### src/rtl/div_frag_sequencer.sv
// Purpose: issues tagged divide requests to the fragment divider and re-pairs each quotient with its tag, in order.
// Latency: L+2 cycles from accept to out_valid for a divider of latency L when the result buffer is empty.
// Backpressure: in_ready while fewer than DEPTH requests are outstanding; out_* hold while out_valid & !out_ready; divider output never stalls.
//
// Ports:
//   clk, rst_n                      clock, async active-low reset
//   in_valid/in_ready, in_tag,
//   in_dividend, in_divisor         request handshake and payload
//   div_open, div_dividend,
//   div_divisor                     one-cycle issue pulse and registered operands to the divider
//   div_finish, div_quotient        divider result (no backpressure)
//   out_valid/out_ready, out_tag,
//   out_quotient, out_div0          in-order result handshake and payload
//   busy, err                       requests outstanding, sticky protocol error

// Purpose: generic show-ahead FIFO, power-of-2 depth.
// Latency: a write is visible on rd_* the cycle after it is written.
// Backpressure: writes when full and reads when empty are ignored.
module div_frag_fifo #(
    parameter int W     = 8,
    parameter int DEPTH = 8
) (
    input  logic         clk,
    input  logic         rst_n,
    input  logic         wr_vld_i,
    input  logic [W-1:0] wr_dat_i,
    input  logic         rd_rdy_i,
    output logic         rd_vld_o,
    output logic [W-1:0] rd_dat_o
);
    localparam int AW = $clog2(DEPTH);

    // Extra MSB on each pointer separates full from empty.
    logic [AW:0]  wr_ptr_q, rd_ptr_q;
    logic [W-1:0] mem_q [DEPTH];
    logic         empty, full, wr_en, rd_en;

    assign empty    = (wr_ptr_q == rd_ptr_q);
    assign full     = (wr_ptr_q[AW] != rd_ptr_q[AW]) &&
                      (wr_ptr_q[AW-1:0] == rd_ptr_q[AW-1:0]);
    assign wr_en    = wr_vld_i & ~full;
    assign rd_en    = rd_rdy_i & ~empty;
    assign rd_vld_o = ~empty;
    assign rd_dat_o = mem_q[rd_ptr_q[AW-1:0]];

    always_ff @(posedge clk or negedge rst_n) begin
        if (!rst_n) begin
            wr_ptr_q <= '0;
            rd_ptr_q <= '0;
        end else begin
            if (wr_en) wr_ptr_q <= wr_ptr_q + (AW+1)'(1);
            if (rd_en) rd_ptr_q <= rd_ptr_q + (AW+1)'(1);
        end
    end

    // Storage needs no reset: it is only observed through rd_vld_o.
    always_ff @(posedge clk) begin
        if (wr_en) mem_q[wr_ptr_q[AW-1:0]] <= wr_dat_i;
    end
endmodule

module div_frag_sequencer #(
    parameter int DEPTH = 8,
    parameter int TAG_W = 20
) (
    input  logic             clk,
    input  logic             rst_n,
    input  logic             in_valid,
    output logic             in_ready,
    input  logic [TAG_W-1:0] in_tag,
    input  logic [20:0]      in_dividend,
    input  logic [20:0]      in_divisor,
    output logic             div_open,
    output logic [20:0]      div_dividend,
    output logic [20:0]      div_divisor,
    input  logic             div_finish,
    input  logic [20:0]      div_quotient,
    output logic             out_valid,
    input  logic             out_ready,
    output logic [TAG_W-1:0] out_tag,
    output logic [20:0]      out_quotient,
    output logic             out_div0,
    output logic             busy,
    output logic             err
);
    localparam int            CW      = $clog2(DEPTH) + 1;
    localparam logic [CW-1:0] DEPTH_C = CW'(DEPTH);
    localparam int            TW      = TAG_W + 1;   // {tag, div0}
    localparam int            RW      = TAG_W + 22;  // {tag, quotient, div0}
    localparam logic [20:0]   Q_SAT   = 21'h1FFFFF;

    logic [CW-1:0] cnt_q, cnt_d;
    logic          ready_en_q;
    logic          div_open_q;
    logic [20:0]   dvd_q, dvd_d, dvs_q, dvs_d;
    logic          err_q, err_d;
    logic          accept, pop;
    logic          tag_vld;
    logic [TW-1:0] tag_dat;
    logic          res_wr;
    logic [RW-1:0] res_wr_dat;
    logic          res_vld;
    logic [RW-1:0] res_dat;
    logic [20:0]   q_fix;

    // ready_en_q keeps in_ready low during reset even though cnt is 0 then.
    assign in_ready = ready_en_q & (cnt_q < DEPTH_C);
    assign accept   = in_valid & in_ready;
    assign pop      = res_vld & out_ready;

    // Credits cover both the divider pipeline and the result buffer, so
    // neither FIFO can overflow and the divider never needs to stall.
    assign cnt_d = cnt_q + CW'(accept) - CW'(pop);
    assign dvd_d = accept ? in_dividend : dvd_q;
    assign dvs_d = accept ? in_divisor  : dvs_q;

    // A finish with no tag waiting is unmatched: drop it and flag.
    assign res_wr     = div_finish & tag_vld;
    assign q_fix      = tag_dat[0] ? Q_SAT : div_quotient;
    assign res_wr_dat = {tag_dat[TW-1:1], q_fix, tag_dat[0]};
    assign err_d      = err_q | (div_finish & ~tag_vld);

    always_ff @(posedge clk or negedge rst_n) begin
        if (!rst_n) begin
            cnt_q      <= '0;
            ready_en_q <= 1'b0;
            div_open_q <= 1'b0;
            dvd_q      <= '0;
            dvs_q      <= '0;
            err_q      <= 1'b0;
        end else begin
            cnt_q      <= cnt_d;
            ready_en_q <= 1'b1;
            div_open_q <= accept;
            dvd_q      <= dvd_d;
            dvs_q      <= dvs_d;
            err_q      <= err_d;
        end
    end

    div_frag_fifo #(.W(TW), .DEPTH(DEPTH)) u_tag_fifo (
        .clk      (clk),
        .rst_n    (rst_n),
        .wr_vld_i (accept),
        .wr_dat_i ({in_tag, (in_divisor == 21'd0)}),
        .rd_rdy_i (div_finish),
        .rd_vld_o (tag_vld),
        .rd_dat_o (tag_dat)
    );

    div_frag_fifo #(.W(RW), .DEPTH(DEPTH)) u_res_fifo (
        .clk      (clk),
        .rst_n    (rst_n),
        .wr_vld_i (res_wr),
        .wr_dat_i (res_wr_dat),
        .rd_rdy_i (out_ready),
        .rd_vld_o (res_vld),
        .rd_dat_o (res_dat)
    );

    assign div_open     = div_open_q;
    assign div_dividend = dvd_q;
    assign div_divisor  = dvs_q;

    // Payload is masked when empty so out_* read zero out of reset.
    assign out_valid    = res_vld;
    assign out_tag      = res_vld ? res_dat[RW-1:22] : '0;
    assign out_quotient = res_vld ? res_dat[21:1]    : '0;
    assign out_div0     = res_vld & res_dat[0];
    assign busy         = (cnt_q != '0);
    assign err          = err_q;
endmodule
### config.mk
export PLATFORM = sky130hd
export DESIGN_NAME = div_frag_sequencer
export DESIGN_NICKNAME = d
export VERILOG_FILES = /design/src/rtl/div_frag_sequencer.sv
export SDC_FILE = /design/constraint.sdc
export NUM_CORES = 1
export LEC_CHECK = 0
export ABC_AREA = 1
export ABC_CLOCK_PERIOD_IN_PS = 3600
export CORE_UTILIZATION = 58
export CTS_CLUSTER_DIAMETER = 100
export CTS_CLUSTER_SIZE = 28
export DETAILED_ROUTE_END_ITERATION = 12
export PLACE_DENSITY = 0.81
export RECOVER_POWER = 100
export SYNTH_ARGS = -nofsm -noshare
export SYNTH_HDL_FRONTEND = slang
export SYNTH_SLANG_ARGS = --single-unit
### constraint.sdc
create_clock -name clk -period 3.6 [get_ports clk]
set_input_delay 0.72 -clock clk [delete_from_list [all_inputs] [get_ports clk]]
set_output_delay 0.72 -clock clk [all_outputs]
set_load 0.01 [all_outputs]
After elaboration in Yosys (flattened, before gate mapping):

Memories as Yosys holds them, arrays and structs flattened.
Cells that the tools add are included.

* bitwise logic cells: 13
* multiply operators: 0
* add/sub/neg operators: 6
* muxes and demuxes: 7
* div/mod/pow operators: 0
* equal/unequal tests: 6
* reduce and logical (&&, ||, !) cells: 4
* order comparisons: 1
* shift operators: 0

Operator list (count)
* 21-bit 2-to-1 mux: 2
* 21-bit zero test: 1
* 20-bit 2-to-1 mux: 1
* 4-bit by 1-bit adder with 4-bit output (second input constant): 4
* 1-bit AND: 8
* 4-bit == test: 2
* 3-bit == test: 2
* 4-bit by 1-bit adder with 4-bit output: 1
* 4-bit < comparator (second input constant): 1
* 1-bit 2-to-1 mux: 4
* 1-bit inverter: 4
* 4-bit nonzero test: 1
* 4-bit by 1-bit subtractor with 4-bit output: 1
* 1-bit logical AND: 2
* 1-bit inequality test: 2
* 1-bit bitwise OR: 1

* bits in registers: 65
* memory bits (read-only): 0
* memories kept: 2
* latch bits: 0
* memory bits (writable): 504
* input port bits: 88

Memory list
* u_res_fifo.mem_q: words 8, width 42, rd ports 1, clocked after memory_dff 0, wr ports 1, RTL line 35 `logic [W-1:0] mem_q [DEPTH];`
* u_tag_fifo.mem_q: words 8, width 21, rd ports 1, clocked after memory_dff 0, wr ports 1, RTL line 35

Depth between registers and ports, before layout:

* depth after elaboration: 6
* gate-level depth with buffers: 15

By module:

A second synthesis with hierarchy kept.

* cell total of the unflattened synthesis: 1938
* area, all modules: 23147.2 um^2

By module, submodules not included
* div_frag_fifo at u_res_fifo: cells an instance 1032, times used 1, area each 13538.0 um^2
* div_frag_fifo at u_tag_fifo: cells an instance 559, times used 1, area each 7053.0 um^2
* div_frag_sequencer: cells an instance 347, times used 1, area each 2556.2 um^2

Least setup slack after synthesis:

OpenSTA, ideal clock, no wires.

* path type: input port to flip-flop
* start point: in div_finish
* end point: mem u_res_fifo.mem_q[0][0] in the netlist's numbering (enable)
* data required time: 3158 ps
* slack: 115 ps
* cell stages on the path: 4
* setup time: 442 ps
* arrival time: 3043 ps
* cell sequence: clkbuf_1 > nand3_2 > buf_6 > nor2_1

* longest elaborated chain between the ends: 4

RTL lines
* start: declaration: RTL line 76 `input logic div_finish,`
* 1-bit AND: RTL line 118 `assign res_wr = div_finish & tag_vld;`
* 1-bit AND: RTL line 41 `assign wr_en = wr_vld_i & ~full;`
* 1-bit 2-to-1 mux: RTL line 58 `if (wr_en) mem_q[wr_ptr_q[AW-1:0]] <= wr_dat_i;`
* 1-bit 2-to-1 mux (implied by the code): RTL line 58
* end: declaration: RTL line 35

No other way between the ends.

Final worst setup path:

* start point: reg u_res_fifo.rd_ptr_q[1]
* end point: out out_tag[5]

* longest elaborated chain between the ends: 2
* elaborated cells between the ends (all ways): 3

RTL lines
* start: declaration: RTL line 34 `logic [AW:0] wr_ptr_q, rd_ptr_q;`
* start signal: assignment: RTL line 52 `if (rd_en) rd_ptr_q <= rd_ptr_q + (AW+1)'(1);`
* memory 8 x 42 bit / 4-bit == test (equally long branches)
* 20-bit 2-to-1 mux *: RTL line 167 `assign out_tag = res_vld ? res_dat[RW-1:22] : '0;`
* end: declaration: RTL line 80 `output logic [TAG_W-1:0] out_tag,`

Mark *: on every way between the ends. The rest lies on a longest branch, timed or not.

==> results.py <==
metrics = {
    "floorplan": {
        "die_w_um": 200,
        "initial_utilization_pct": 58.9,
        "die_h_um": 200,
        "core_area_sq_mm": 0.0387,
        "die_area_sq_mm": 0.0401,
        "io_pins": 177,
        "num_rows": 72,
    },
    "final_layout": {
        "areaGrowthSynthToFinish_pct": 13.4,
        "design_area_sq_mm": 0.0259,
        "fin_nets": 2130,
        "final_cells": 2559,
        "drive_gt1_share_pct": 4.71,
    },
    "sta": {
        "min_period_ns": 3.51,
        "skew_ns": 0.0229,
        "relSlewSlack_pct": -8.85,
        "whs_ns": 0.369,
        "maxSlewViolCount": 191,
        "final.setup.tns_ns": 0,
        "tightestPinTransition_ns": 1.63,
        "hold_violations": 0,
        "fin_crit_sh_pct": 97.5,
        "rsz0062_at_grt": "false",
        "clock.fmax_ghz": 0.285,
        "finalSetupViolations": 0,
    },
    "clock_network": {
        "cts_buffers": 24,
        "clock-sinks": 569,
        "clkTransAtPathRegs_ns": 0.11,
        "cts_tree": "done",
        "clk_latency_ns": 0.58,
        "cts_buffer_depth": 3,
        "ctsHoldBuffers": 0,
        "htree_levels": 1,
        "cts-root-buf": "clkbuf_16",
    },
    "setup_path": {
        "worst-endpoint-arrival_ns": 2.79,
        "crit_path_start_kind": "flip-flop",
        "startpoint": "u_res_fifo.rd_ptr_q[1]$_DFFE_PN0P_",
        "slowest_delay_ns": 0.62,
        "critPathCaptureType": "output port",
        "crit_fanout": 16,
        "cp_slowest_cell": "dlygate4sd3_1",
        "path_cells": "inv_2, nand2_1, nand2_1, inv_1, nor2_4, buf_12, nand2_8, nand2_1, nor2_1, dlygate4sd3_1",
        "cp.required_ns": 2.88,
        "critPathMostFrequentCell": "nand2_1",
        "critPathKind": "flip-flop to output port",
        "rrSetupSlack_ns": 0.38,
        "regToRegStartpoint": "u_tag_fifo.rd_ptr_q[2]$_DFFE_PN0P_",
    },
    "yosys": {
        "synth.distinct_cells": 34,
        "synth_top_area_share_pct": 66.3,
        "syn_inst": 1893,
        "yosysWarnings": 0,
        "syn_nets": 1991,
        "ys_seq_elements": 569,
        "syn_area_per_cell_sq_um": 12.1,
        "netlist_area_sq_mm": 0.0228,
        "yosys-top-cells-area": "edfxtp_1, dfrtp_1, nor2_1",
        "yosysSeqAreaShare_pct": 73.5,
        "synth_top_area_cell": "edfxtp_1",
    },
    "power_and_ir_drop": {
        "power_frac_clock_pct": 14.4,
        "internal-power_mw": 13.8,
        "vdd_drop_max_mv": 0.501,
        "p_total_mw": 22.2,
        "power.static_leakage_nw": 9.23,
        "p_sw_mw": 8.46,
        "swShare_pct": 38.1,
        "power_density_mw_per_mm2": 859,
        "power_frac_comb_pct": 42.3,
        "pwr-share-seq_pct": 43.4,
    },
    "hold_path": {
        "hold_class": "primary input to async pin",
    },
    "global_routing": {
        "grt_pass1_vias": 15000,
        "track_usage_pct": 25.5,
        "grt_pass1_wl_mm": 80.6,
        "grt_overflow_total": 0,
        "grt_start_max_net_pins": 88,
        "antenna_found_initial": 2,
    },
    "drt": {
        "dr.max_layer_used": "met5",
        "wl_per_cell_um": 20.2,
        "routed-wl-met3_mm": 3.85,
        "wl_met2_mm": 26.5,
        "vias": 15100,
        "wirelength_mm": 51.7,
        "vias_per_cell": 5.89,
        "met1_length_mm": 19.8,
        "drc_errors": 0,
        "ant_nets": 0,
        "drt_pass1_iterations": 5,
        "first_iter_violations": 1740,
    },
    "outcome": {
        "status": "complete, but fails checks",
        "violations": "capacitance limit, slew limit",
    },
    "placement": {
        "dp_hpwl_mm": 29.2,
        "place.port_buffers": 176,
        "place.gp.congestion": 0.838,
        "dp_cells": 2517,
        "placed_area_sq_mm": 0.0253,
    },
    "flow_run": {
        "drv_cap": 7,
    },
}
[power groups by stage]
stage,Combinational (mW),Sequential [mW],Clock (mW)
2_1_floorplan,5.42,9.72,0
3_3_place_gp,8.91,9.75,0
3_5_place_dp,9.27,9.81,0
4_1_cts,9.46,9.65,3.21
5_1_grt,10.3,9.73,3.44
6_report,9.39,9.64,3.19
[stage by stage]
step	util, %	setup slack (ns)
after detailed placement	65.3	0.399
after global routing	66.8	0.00478
final	66.8	0.0892
after floorplan	-	0.115
after CTS	67.1	0.00141
after global placement	65.3	0.513
[logic make-up (layout without fill, tap and decap cells)]
group,count (synthesis),after routing,synth area share (%)
compound gates,392,392,9.59
flops,569,569,73.5
buf+inv,173,319,3.41
simple gates,736,737,12.5
other cells,1,2,0.0164
fa+ha+maj,10,10,0.581
xor+xnor,12,12,0.461
[worst max-delay path: cells and delay by family (launching register included)]
family / cells / cell delay, ns
buffers and inverters: 4 / 0.97
DFF: 1 / 0.59
and+or+nand+nor: 6 / 0.64
[layer usage]
metal,global-route usage (%),vias to the layer above
met1,32.9,7332
met2,44.6,708
met3,3.01,127
met4,9.68,2
li1,-,6898
met5,0,-
[cell usage after synthesis]
cell / instances
nor3_1: 6
nand2_4: 2
nand2_2: 2
xor2_1: 6
nand2_1: 301
a21oi_1: 3
o21ai_1: 28
nand3_2: 1
buf_4: 8
nor4_1: 2
o21ai_2: 2
clkinv_1: 1
buf_2: 31
nor2_2: 2
edfxtp_1: 504
fa_1: 1
conb_1: 1
ha_1: 9
inv_2: 8
o211ai_2: 1
o211ai_1: 42
inv_1: 47
dfrtp_1: 65
clkbuf_1: 67
nand3_1: 14
xnor2_1: 6
nor2_4: 1
buf_6: 8
nor2_1: 398
o22ai_1: 82
a31o_2: 1
nand4_1: 7
o21ai_0: 233
buf_1: 3
[placed cells by master, fill, tap and decap left out, types with 4 or more instances in the layout]
master,count
dlygate4sd3_1,76
edfxtp_1,504
nor2_4,6
xnor2_1,6
o211ai_1,42
clkdlybuf4s50_1,99
clkbuf_1,20
dfrtp_1,61
buf_12,9
o21ai_0,234
nor2_1,391
nand2_1,303
o22ai_1,82
nor2_2,4
nor3_1,5
inv_1,49
nand3_1,15
inv_2,4
xor2_1,6
o21ai_1,27
clkbuf_16,25
buf_4,19
ha_1,9
clkbuf_4,7
nand4_1,7
clkbuf_2,4
[final timing paths]
path | end | cells after the start
max | out_tag[5] | 10
min | ready_en_q$_DFF_PN0_ | 1
max reg2reg | u_res_fifo.mem_q[3][27]$_DFFE_PP_ | 7
min reg2reg | err$_DFF_PN0_ | 1
max in group asynchronous | div_divisor[17]$_DFFE_PN0P_ | 2
min in group clk | err$_DFF_PN0_ | 1
[what timing repair did]
action,CTS,global route
pin swaps,0,2
setup endpoints to repair,34,31
cloned,1,0
gates resized for setup,3,4
setup buffers,1,5
[layout make-up]
cell class / count / area, sq um
diodes: 1 / 2.50
clock inverters: 1 / 20.0
fillers: 2709 / 12900
inverters: 56 / 213
clock buffers: 33 / 656
well taps: 518 / 648
repair buffers: 229 / 2220
multi-input cells: 1152 / 5350
flip-flops and latches: 569 / 16800
[flip-flops by register name, summed over array words and instances (netlist names)]
| register | flops |
|---|---|
| u_tag_fifo.wr_ptr_q | 4 |
| div_open | 1 |
| div_dividend | 21 |
| u_tag_fifo.mem_q | 168 |
| ready_en_q | 1 |
| u_res_fifo.wr_ptr_q | 4 |
| u_tag_fifo.rd_ptr_q | 4 |
| cnt_q | 4 |
| u_res_fifo.mem_q | 336 |
| u_res_fifo.rd_ptr_q | 4 |
| div_divisor | 21 |
| err | 1 |
Note: power is estimated with default switching activity, not from simulation.
